==> src/rtl/fifo_traffic_driver.sv <==
// Phased stimulus source for a FIFO: fill past full, drain past empty, simultaneous
// read/write, then LFSR-weighted random traffic. Write data is a running sequence number.
module fifo_traffic_driver #(
  parameter int          FIFO_WIDTH  = 16,
  parameter int          FIFO_DEPTH  = 8,
  parameter int          RAND_CYCLES = 1000,
  parameter logic [15:0] LFSR_SEED   = 16'hACE1,
  parameter int          WR_THRESH   = 90,
  parameter int          RD_THRESH   = 60
) (
  input  logic                  clk,
  input  logic                  rst_n,
  input  logic                  start,
  input  logic                  full,
  input  logic                  empty,
  input  logic                  wr_ack,
  output logic                  wr_en,
  output logic                  rd_en,
  output logic [FIFO_WIDTH-1:0] data_in,
  output logic                  busy,
  output logic                  done,
  output logic [15:0]           wr_issued,
  output logic [15:0]           wr_acked,
  output logic [15:0]           rd_issued
);

  localparam int FILL_LEN = FIFO_DEPTH + 2;
  localparam int MAX_LEN  = (RAND_CYCLES > FILL_LEN) ? RAND_CYCLES : FILL_LEN;
  localparam int CNT_W    = $clog2(MAX_LEN + 1);
  localparam logic [CNT_W-1:0] FILL_LAST  = CNT_W'(FILL_LEN - 1);
  localparam logic [CNT_W-1:0] SIMUL_LAST = CNT_W'(FIFO_DEPTH - 1);
  localparam logic [CNT_W-1:0] RAND_LAST  = CNT_W'(RAND_CYCLES - 1);
  localparam logic [15:0] SEED = (LFSR_SEED == 16'h0000) ? 16'h0001 : LFSR_SEED;
  localparam logic [7:0]  WR_T = 8'(WR_THRESH);
  localparam logic [7:0]  RD_T = 8'(RD_THRESH);

  typedef enum logic [2:0] {IDLE, FILL, DRAIN, SIMUL, RANDOM, DONE} state_t;

  state_t                state_q, state_d;
  logic [CNT_W-1:0]      cnt_q, cnt_d;
  logic [15:0]           lfsr_q, lfsr_d;
  logic [FIFO_WIDTH-1:0] seq_q, seq_d;
  logic                  wr_en_q, wr_en_d, rd_en_q, rd_en_d;
  logic                  busy_q, busy_d, done_q, done_d;
  logic [FIFO_WIDTH-1:0] data_q, data_d;
  logic [15:0]           wr_iss_q, wr_iss_d, wr_ackc_q, wr_ackc_d, rd_iss_q, rd_iss_d;
  logic                  restart;

  // Flags are deliberately ignored: overflow and underflow are the point of the test.
  logic unused_flags;
  assign unused_flags = full ^ empty;

  function automatic logic [15:0] sat_inc(input logic [15:0] v, input logic inc);
    return (inc && v != 16'hFFFF) ? v + 16'd1 : v;
  endfunction

  always_comb begin
    state_d = state_q;
    restart = 1'b0;
    case (state_q)
      IDLE, DONE: if (start) begin
        state_d = FILL;
        restart = 1'b1;
      end
      FILL:    if (cnt_q == FILL_LAST)  state_d = DRAIN;
      DRAIN:   if (cnt_q == FILL_LAST)  state_d = SIMUL;
      SIMUL:   if (cnt_q == SIMUL_LAST) state_d = RANDOM;
      RANDOM:  if (cnt_q == RAND_LAST)  state_d = DONE;
      default: state_d = IDLE;
    endcase

    cnt_d = '0;
    if (state_d == state_q && state_q != IDLE && state_q != DONE) cnt_d = cnt_q + 1'b1;

    // The LFSR value feeding a RANDOM cycle is consumed first, then stepped.
    lfsr_d = lfsr_q;
    if (restart) lfsr_d = SEED;
    else if (state_q == RANDOM)
      lfsr_d = {lfsr_q[14:0], lfsr_q[15] ^ lfsr_q[13] ^ lfsr_q[12] ^ lfsr_q[10]};

    seq_d = restart ? '0 : seq_q + FIFO_WIDTH'(wr_en_q);

    wr_en_d = 1'b0;
    rd_en_d = 1'b0;
    case (state_d)
      FILL:  wr_en_d = 1'b1;
      DRAIN: rd_en_d = 1'b1;
      SIMUL: begin
        wr_en_d = 1'b1;
        rd_en_d = 1'b1;
      end
      RANDOM: begin
        wr_en_d = ({1'b0, lfsr_d[6:0]}  < WR_T);
        rd_en_d = ({1'b0, lfsr_d[13:7]} < RD_T);
      end
      default: ;
    endcase
    busy_d = (state_d == FILL) || (state_d == DRAIN) || (state_d == SIMUL) || (state_d == RANDOM);
    done_d = (state_d == DONE);
    data_d = wr_en_d ? seq_d : '0;

    wr_iss_d  = restart ? 16'd0 : sat_inc(wr_iss_q, wr_en_q);
    rd_iss_d  = restart ? 16'd0 : sat_inc(rd_iss_q, rd_en_q);
    wr_ackc_d = restart ? 16'd0 : sat_inc(wr_ackc_q, wr_ack && busy_q);
  end

  always_ff @(posedge clk or negedge rst_n) begin
    if (!rst_n) begin
      state_q   <= IDLE;
      cnt_q     <= '0;
      lfsr_q    <= SEED;
      seq_q     <= '0;
      wr_en_q   <= 1'b0;
      rd_en_q   <= 1'b0;
      busy_q    <= 1'b0;
      done_q    <= 1'b0;
      data_q    <= '0;
      wr_iss_q  <= 16'd0;
      wr_ackc_q <= 16'd0;
      rd_iss_q  <= 16'd0;
    end else begin
      state_q   <= state_d;
      cnt_q     <= cnt_d;
      lfsr_q    <= lfsr_d;
      seq_q     <= seq_d;
      wr_en_q   <= wr_en_d;
      rd_en_q   <= rd_en_d;
      busy_q    <= busy_d;
      done_q    <= done_d;
      data_q    <= data_d;
      wr_iss_q  <= wr_iss_d;
      wr_ackc_q <= wr_ackc_d;
      rd_iss_q  <= rd_iss_d;
    end
  end

  assign wr_en     = wr_en_q;
  assign rd_en     = rd_en_q;
  assign data_in   = data_q;
  assign busy      = busy_q;
  assign done      = done_q;
  assign wr_issued = wr_iss_q;
  assign wr_acked  = wr_ackc_q;
  assign rd_issued = rd_iss_q;

endmodule

==> config.mk <==
export PLATFORM = sky130hd
export DESIGN_NAME = fifo_traffic_driver
export DESIGN_NICKNAME = d
export VERILOG_FILES = /design/src/rtl/fifo_traffic_driver.sv
export SDC_FILE = /design/constraint.sdc
export NUM_CORES = 1
export LEC_CHECK = 0
export ABC_AREA = 1
export BUFFER_PORTS_ARGS = -buffer_cell sky130_fd_sc_hd__buf_2
export CAP_MARGIN = 20
export CORE_AREA = 2 2 110 112
export DETAILED_ROUTE_END_ITERATION = 12
export DIE_AREA = 0 0 112 114
export PLACE_DENSITY = 0.8
export SETUP_SLACK_MARGIN = 0.02
export SYNTH_ARGS = -nofsm -noshare
export SYNTH_HDL_FRONTEND = slang
export SYNTH_SLANG_ARGS = --single-unit
==> constraint.sdc <==
create_clock -name clk -period 2.01 [get_ports clk]
set_input_delay 0 -clock clk [delete_from_list [all_inputs] [get_ports clk]]
set_output_delay 0 -clock clk [all_outputs]
set_load 0.05 [all_outputs]
==> results of run 1 <==
-- metrics by stage --
stage,std cells,area [um2],util,hold WS (ps),setup TNS [ps]
after floorplan,702,5667,-,-295.6,0
after CTS,958,6929,0.5917,51.01,0
after global placement,925,6296,0.5376,11.55,0
after global routing,971,7152,0.6107,102.2,-81.63
final,971,7152,0.6107,68.85,0
after detailed placement,925,6296,0.5376,14.82,0
-- routing by layer --
layer	global-route usage	wire (um)	vias to the layer above
met2	0.3313	6115	165
met5	0	0	-
li1	-	-	2460
met3	0.06057	740	36
met4	0.07398	268	0
met1	0.2630	5672	2351
-- final timing paths --
kind                                  startpoint                       to  depth (start not counted)
setup / recovery              cnt_q[1]$_DFF_PN0_     data_in[1]$_DFF_PN0_                         12
hold / removal                             start      lfsr_q[5]$_DFF_PN1_                          3
setup reg to reg              cnt_q[1]$_DFF_PN0_     data_in[1]$_DFF_PN0_                         12
hold reg to reg            lfsr_q[8]$_DFFE_PN0P_    lfsr_q[8]$_DFFE_PN0P_                          2
max in group asynchronous                  rst_n     lfsr_q[10]$_DFF_PN1_                          3
min in group asynchronous                  rst_n  wr_acked[5]$_DFFE_PN0P_                          2
-- registers in the layout, summed over array words and instances (netlist names), 3 cells and up --
name,cells
data_in,16
lfsr_q,16
rd_issued,16
seq_q,16
wr_acked,16
wr_issued,16
cnt_q,10
state_q,3
-- synth_stat cells, types with 2 or more instances --
cell	instances	area, um2
sky130_fd_sc_hd__nand2_1	138	518.0
sky130_fd_sc_hd__dfrtp_1	105	2628
sky130_fd_sc_hd__inv_1	105	394.1
sky130_fd_sc_hd__nor2_1	102	382.9
sky130_fd_sc_hd__nand3_1	48	240.2
sky130_fd_sc_hd__o21ai_0	37	185.2
sky130_fd_sc_hd__a21oi_1	34	170.2
sky130_fd_sc_hd__nor3_1	30	150.1
sky130_fd_sc_hd__nand4_1	12	75.07
sky130_fd_sc_hd__nor2_4	12	135.1
sky130_fd_sc_hd__xor2_1	10	87.58
sky130_fd_sc_hd__dfstp_2	8	210.2
sky130_fd_sc_hd__ha_1	7	87.58
sky130_fd_sc_hd__inv_2	6	22.52
sky130_fd_sc_hd__nand2_2	5	31.28
sky130_fd_sc_hd__buf_2	4	20.02
sky130_fd_sc_hd__clkbuf_1	4	15.01
sky130_fd_sc_hd__xnor2_1	4	35.03
sky130_fd_sc_hd__a22oi_1	3	22.52
sky130_fd_sc_hd__nor2_2	3	18.77
sky130_fd_sc_hd__a211oi_1	2	15.01
sky130_fd_sc_hd__a31oi_1	2	12.51
sky130_fd_sc_hd__buf_4	2	15.01
sky130_fd_sc_hd__nor2_8	2	40.04
sky130_fd_sc_hd__or2_2	2	12.51
-- logic make-up after synthesis --
group           count (synthesis)
simple gates                  359
buf+inv                       124
flops                         113
compound gates                 85
xor+xnor                       14
fa+ha+maj                       7
-- worst max-delay path, cell delays in order (launching register included) --
cell                        delay (ps)
sky130_fd_sc_hd__dfrtp_1           380
sky130_fd_sc_hd__buf_4             140
sky130_fd_sc_hd__inv_1              50
sky130_fd_sc_hd__ha_1              140
sky130_fd_sc_hd__nand2_1           100
sky130_fd_sc_hd__o21ai_2           140
sky130_fd_sc_hd__nand2_2           100
sky130_fd_sc_hd__nor2_8            160
sky130_fd_sc_hd__buf_4             140
sky130_fd_sc_hd__nor2_4             40
sky130_fd_sc_hd__nor2_8            150
sky130_fd_sc_hd__clkbuf_16         190
sky130_fd_sc_hd__nor2_2             40
-- repair_timing --
| item | in CTS | in global routing |
|---|---|---|
| hold buffers | 1 | 0 |
| resized for setup | 1 | 32 |
| buffers inserted | 0 | 12 |
| setup endpoints to repair | 2 | 35 |
| hold endpoints to repair | 53 | 0 |
| pin swaps | 0 | 16 |
| gates cloned | 0 | 1 |
-- cell type report --
cell class,instances,area (um2),area share
multi-input cells,465,2427,0.3394
inverters,111,416.7,0.05826
well taps,147,183.9,0.02572
clock buffers,21,460.4,0.06438
flip-flops and latches,113,2844,0.3977
repair buffers,103,659.4,0.09220
clock inverters,11,160.2,0.02239
-- report_power, final --
group	total [mW]	switching, mW	internal, mW
Clock	3.17	1.04	2.12
Combinational	2.99	2.02	0.974
Sequential	2.98	0.327	2.65
Total	9.14	3.39	5.75
==> results, run 1 <==
- The cell count after synthesis is 702.
- Of the available clock period, the critical path in the final layout requires 0.9367.
- In this run the power density over the cells is 1279 nW/um2.
- The number of buffers on the longest clock path is 2.
- Wires add up to 12.80 mm.
- After legalization and detailed placement, the total HPWL measured 8.392 mm.
- The fmax is 531.1 MHz.
- In the post-route analysis, the smallest setup slack over all paths is 127.2 ps.
- The worst setup path is captured at a flop.
- The total clock sinks is around 110.
- The required arrival time at the worst endpoint is 2320 ps.
- VDD sags by at most 1.102 mV.
- The class of the worst hold path is in -> reg.
- Setup violations remaining at the end of the flow were counted as 0.
- The proportion of synthesized area in mux cells is 0.
- The post-synthesis compound-gate area fraction is 0.08179.
- Before CTS, the worst setup slack after placement is 17.33 ps.
- In the layout the commonest cells are sky130_fd_sc_hd__nand2_1, sky130_fd_sc_hd__inv_1, sky130_fd_sc_hd__dfrtp_1.
- The max-slew violation count is 0.
- Row generation in the floorplan step produced 40 rows.
- Entering global routing, the biggest net connects 40 pins.
- The hold violation count in the final report was 0.
- The mean post-synth cell area is 8.063 um2.
- In the final routed layout, each cell accounts on average for 13.18 um.
- STA puts the critical path data arrival time at 2190 ps.
- The iteration count of the initial detailed-routing pass is 6.
- For the pin with the worst max-slew slack, the measured transition is 523.1 ps.
- Clock-pin slew was measured on the worst setup and hold paths at roughly 50 ps.
- After layout, the design draws a total of about 9 mW.
- The critical path is of the reg -> reg type.
- The share of synthesized area occupied by flip-flops and latches is 0.5013.
- The tool flagged a number of max-cap violations equal to 0.
- The total area inside the core boundary comes to 11710 um2.
- For this block, the initial DRC count from the detailed router was about 500.
- The total leakage power is 3.675 nW.
- Counting distinct cell types in the post-synthesis netlist gives 40.
- The top flip-flop cell by instance count after synthesis is sky130_fd_sc_hd__dfrtp_1.
- The starting density of the core is 0.4833.
- The number of antenna violations at the first check in global routing was 0.
- The worst clock skew is 6.303 ps.
- The wire length of the first global-routing pass is 21.16 mm.
- After synthesis, the largest family of logic cells by area is simple AND/OR/NAND/NOR gates.
- The die extent in y is 114 um.
- After synthesis the netlist holds a flip-flop and latch count of 113.
- The via count of the first global-routing pass is 4722.
- Across all layers, the routed design uses 5012 vias.
- The insertion delay to the later sink of the worst-skew pair is between 400 and 500 ps.
- The xor and xnor fraction of the mapped netlist area is 0.02166.
- The antenna diode instance count is 0.
- At the end of routability-driven placement, the weighted congestion stood at 0.8676.
- In this run the cell area of the synthesized design comes to 5660 um2.
- CTS built an H-tree with a depth of 4.
- The normalized max-slew margin is 0.6513.
- The Yosys step of the flow raised 0 warnings.
- The library cell used most frequently in the layout, excluding fill and tap cells, is sky130_fd_sc_hd__nand2_1.
- The post-synthesis adder-cell area fraction is 0.01547.
- The count of nets left with antenna violations once routing finished came out at 0.
- The CTS tree is yes.
- The post-synthesis to final-layout area growth is 26.35%.
- The minimum clock period after layout is 1883 ps.
- The DRC violation count after routing is 0.
- The maximum fanout encountered on the critical timing path is 5.
- At the end of the flow, the number of nets in the layout was 824.
- The flow ran to the end, and the final reports show no timing, DRC or antenna violations.
- The post-synthesis simple-gate area fraction is 0.2911.
- For this run, the total global-route usage over all layers was measured as 0.2043.
- In this run the tool buffered the top-level ports with around 70 buffer cells.
- STA classifies the critical path startpoint as a flop.
- 74 I/O pins were placed.
- The synthesized netlist net count is 715.
- Counting flops with a built-in enable in the synthesized netlist gives 0.
- The final global-route overflow total is 0.
- Counting the fill cells in the layout gives about 1000.
- The fraction of layout cells with a size suffix above 1 is 0.2427.
- The die span in x is around 110 um.
- In the routed layout, each cell is associated on average with a via count of just over 5.
- The buffer cell driving the clock tree root is sky130_fd_sc_hd__clkbuf_16.
- The die covers between 10000 and 15000 um2.
- The async set-reset flop share out of synthesis is 1.000.
- Counting the buffers created by CTS gives 17.
- The setup check on the worst reg-to-reg path leaves a slack of 130 ps.
Note: power is estimated with default switching activity, not from simulation.
==> run 2: changes to the inputs <==
--- a/config.mk
+++ b/config.mk
@@ -8,10 +8,12 @@
 export ABC_AREA = 1
 export BUFFER_PORTS_ARGS = -buffer_cell sky130_fd_sc_hd__buf_2
 export CAP_MARGIN = 20
-export CORE_AREA = 2 2 110 112
+export CELL_PAD_IN_SITES_DETAIL_PLACEMENT = 1
+export CELL_PAD_IN_SITES_GLOBAL_PLACEMENT = 1
+export CORE_AREA = 2 2 141 143
 export DETAILED_ROUTE_END_ITERATION = 12
-export DIE_AREA = 0 0 112 114
-export PLACE_DENSITY = 0.8
+export DIE_AREA = 0 0 143 145
+export PLACE_DENSITY = 0.69
 export SETUP_SLACK_MARGIN = 0.02
 export SYNTH_ARGS = -nofsm -noshare
 export SYNTH_HDL_FRONTEND = slang
==> run 2 against run 1 <==
  * Die area grew 62%
  * Worst hold slack improved by 80 ps
  * Flip-flop and latch count did not move
  * Non-clock buffer count fell by 5
  * Via count fell by 2.0%
  * Power is 3.9% lower
  * Clock skew grew 1.6 ps
  * Final cell count increased by 12%
  * Routed wire length rose by 17%
  * Global-route usage fell by 5.3 points
  * Design area up 1.4%
  * First-iteration DRC count shrank 66%
  * Critical path type unchanged
  * Critical endpoint is now data_in[12]$_DFF_PN0_
  * Largest cell class unchanged
  * Highest routed layer unchanged
==> results, run 2 (synthesis results as in run 1) <==
- The flow ran to the end, and the final reports show no timing, DRC or antenna violations.
- The antenna diode instance count is 0.
- The layout has about 2300 filler cells.
- Summing all placed instances gives a cell area of 6490 um2.
- The CTS tree is yes.
- The sequential cell area in the final layout is 2843 um2.
- The combined global-route utilization of all metal layers is 0.1513.
- The met3 track utilization from global routing is 0.04356.
- The number of rows in the core area is slightly above 50.
- The critical path in this run is classified as reg -> reg.
- The path with the worst hold slack has its endpoint at wr_acked[7]$_DFFE_PN0P_.
- The required arrival time at the worst endpoint is roughly 2400 ps.
- The normalized max-slew margin is 0.5793.
- The overall via count from detail_route is between 4000 and 5000.
- Relative to the synthesized area, the layout overhead comes to 28.12%.
- The max-slew violation count is 0.
- For the worst-skew pair, the clock arrives at the later sink with an insertion delay of 420 ps.
- The fraction of layout cells with a size suffix above 1 is 0.2369.
- The delay of the slowest cell on the worst path is between 300 and 400 ps.
- The most critical setup path has its startpoint at cnt_q[1]$_DFF_PN0_.
- Of the total power, the clock network draws 0.333.
- The via count of the first global-routing pass is 5144.
- 74 I/O pins were placed.
- The total area of multi-input combinational cells is around 2500 um2.
- The launching point of the worst reg2reg path is cnt_q[1]$_DFF_PN0_.
- The cell family contributing the most delay on the critical path is simple AND/OR/NAND/NOR gates.
- The wire length of the first global-routing pass is 25.07 mm.
- The number of buffers on the longest clock path is 2.
- The final net count is 819.
- The number of cells on the worst reg-to-reg path is 12.
- The die area is 20740 um2.
- The clock net in this run drives a total of 113 sinks.
- On the final layout, the worst clock skew is 7.853 ps.
- The beginning of the worst hold path is wr_ack.
- The worst supply voltage drop on vdd is 0.5278 mV.
- The standard cell core area is 19210 um2.
- Traced cell by cell, the critical path runs through ha_2 -> nand2_2 -> nor2_4 -> inv_2 -> o21ai_4 -> nand2_2 -> nor2_8 -> nand3_4 -> nor2_4 -> nor2_8 -> buf_12 -> nor2_4.
- The final routed wire length divided by cell count is about 14 um.
- The buffer cell driving the clock tree root is sky130_fd_sc_hd__clkbuf_16.
- The share of the clock period used by the worst path is 0.9379.
- The library cell used most frequently in the layout, excluding fill and tap cells, is sky130_fd_sc_hd__nand2_1.
- The final cell area excluding filler cells is 7252 um2.
- The worst setup path is captured at a flop.
- The number of antenna violations at the first check in global routing is 0.
- The maximum fanout encountered on the critical timing path is 8.
- The share of total power dissipated in combinational logic is 0.328.
- The DRC violation count after routing is 0.
- After clock tree synthesis, the clock-pin slew on the worst setup and hold paths is about 60 ps.
- The global routing met2 resource utilization is 0.2481.
- The first-iteration detailed-routing DRC count is 171.
- Of the total power, registers draw 0.339.
- Dividing the detail-routed via count by the number of cells gives 4.532.
- Across the run, the number of max-cap violations was 0.
- The die span in x is 143 um.
- The die is around 150 um tall.
- The pin count of the biggest net entering global routing is approximately 110.
- For the pin with the worst max-slew slack, the measured transition is 631.0 ps.
- The proportion of total power due to net switching is 0.3846.
- The class of the worst hold path is in -> reg.
- The routability congestion estimate from global placement is approximately 0.78.
- The most repeated library cell on the critical path is sky130_fd_sc_hd__nor2_4.
- The number of buffers added by the clock tree synthesis step is 17.
- Setup repair after global routing could not meet its margin everywhere.
- In the layout the commonest cells are sky130_fd_sc_hd__nand2_1, sky130_fd_sc_hd__inv_1, sky130_fd_sc_hd__dfrtp_1.
- For this run, global-route usage on met1 was measured as 0.1931.
- The fmax is between 500 and 600 MHz.
- The routed design has 14.98 mm of wire.
- The slack of the worst reg-to-reg path is 120 ps.
- The placed wire-length estimate is just over 10 mm.
- The busiest layer in global routing is met2.
- The internal power of the cells totals roughly 5.4 mW.
- The net switching component of the power is between 3 and 4 mW.
- The starting density of the core is 0.2947.
- The number of port buffers is 71.
- The worst register-to-register path ends at data_in[12]$_DFF_PN0_.
- The slowest stage of the critical path belongs to the cell sky130_fd_sc_hd__dfrtp_1.
- The hold violation count in the final report is 0.
- For the worst setup path, the data arrival time is 2240 ps.
- Counting both buffers and inverters, the worst setup path holds a total of 2.
- The final global-route overflow total is 0.
- Hold timing on the final database bottoms out at a slack of 148.9 ps.
- The total power per unit cell area is 1212 nW/um2.
- In this run the remaining antenna-violating nets after routing total 0.
- The first TritonRoute pass finished after 4 iterations.
- The minimum clock period after layout is 1885 ps.
- The final-report setup violation count is 0.
- The worst setup path is launched from a flop.
- The H-tree generated during clock tree synthesis spans 4 levels.
- For this design the static power due to leakage is 3.630 nW.
- The instance count along the most critical hold path is 7.
[run 2: timing repair]
| item | 4_1_cts | 5_1_grt |
|---|---|---|
| hold buffers | 2 | 0 |
| gates cloned | 0 | 0 |
| endpoints found under the setup margin | 5 | 49 |
| resized for setup | 5 | 36 |
| pin swaps | 2 | 13 |
| setup buffers | 1 | 1 |
| endpoints found under the hold margin | 107 | 0 |
[run 2: power by group through the flow]
stage	logic, mW	registers [mW]	clock network [mW]
6_report	2.88	2.98	2.93
5_1_grt	3.19	3.04	3.11
4_1_cts	2.83	2.96	2.99
3_5_place_dp	2.81	2.99	0
3_3_place_gp	2.76	2.98	0
2_1_floorplan	1.27	3.64	0
[run 2: worst max path at each step]
| stage | endpoint | slack (ps) | depth (start not counted) |
|---|---|---|---|
| floorplan | rd_issued[12]$_DFFE_PN0P_ | 30 | 9 |
| global placement | data_in[14]$_DFF_PN0_ | 100 | 12 |
| detailed placement | data_in[5]$_DFF_PN0_ | 30 | 12 |
| CTS | data_in[0]$_DFF_PN0_ | 30 | 12 |
| global route | data_in[13]$_DFF_PN0_ | -30 | 9 |
| finish | data_in[12]$_DFF_PN0_ | 120 | 12 |
[run 2: routing by layer]
| metal | wire (um) | up-vias | part of all wire |
|---|---|---|---|
| met2 | 7212 | 67 | 0.48 |
| met1 | 7027 | 2385 | 0.47 |
| met3 | 549 | 16 | 0.037 |
| met5 | 0 | - | 0 |
| li1 | - | 2445 | - |
| met4 | 185 | 0 | 0.012 |
[run 2: layout make-up]
| type | count | area share |
|---|---|---|
| Sequential cell | 113 | 0.3920 |
| Multi-Input combinational cell | 465 | 0.3416 |
| Inverter | 111 | 0.05745 |
| Timing Repair Buffer | 98 | 0.08420 |
| Clock buffer | 27 | 0.07212 |
| Tap cell | 265 | 0.04572 |
| Clock inverter | 5 | 0.006901 |
[run 2: worst register-to-register path, stage by stage (launching register included)]
cell and delay (ps):
sky130_fd_sc_hd__dfrtp_1 380, sky130_fd_sc_hd__ha_2 210, sky130_fd_sc_hd__nand2_2 80, sky130_fd_sc_hd__nor2_4 120
sky130_fd_sc_hd__inv_2 60, sky130_fd_sc_hd__o21ai_4 140, sky130_fd_sc_hd__nand2_2 110, sky130_fd_sc_hd__nor2_8 150
sky130_fd_sc_hd__nand3_4 110, sky130_fd_sc_hd__nor2_4 170, sky130_fd_sc_hd__nor2_8 50, sky130_fd_sc_hd__buf_12 150
sky130_fd_sc_hd__nor2_4 90
[run 2: through the flow]
step / setup slack, ps / total power, mW / instances / setup TNS (ps) / utilization
2_1_floorplan: 32.08 / 4.906 / 702 / 0 / -
3_3_place_gp: 97.57 / 5.743 / 1048 / 0 / 0.3379
3_5_place_dp: 25.79 / 5.801 / 1048 / 0 / 0.3379
4_1_cts: 34.56 / 8.786 / 1083 / 0 / 0.3698
5_1_grt: -28.79 / 9.342 / 1084 / -44.70 / 0.3776
6_report: 124.9 / 8.786 / 1084 / 0 / 0.3776
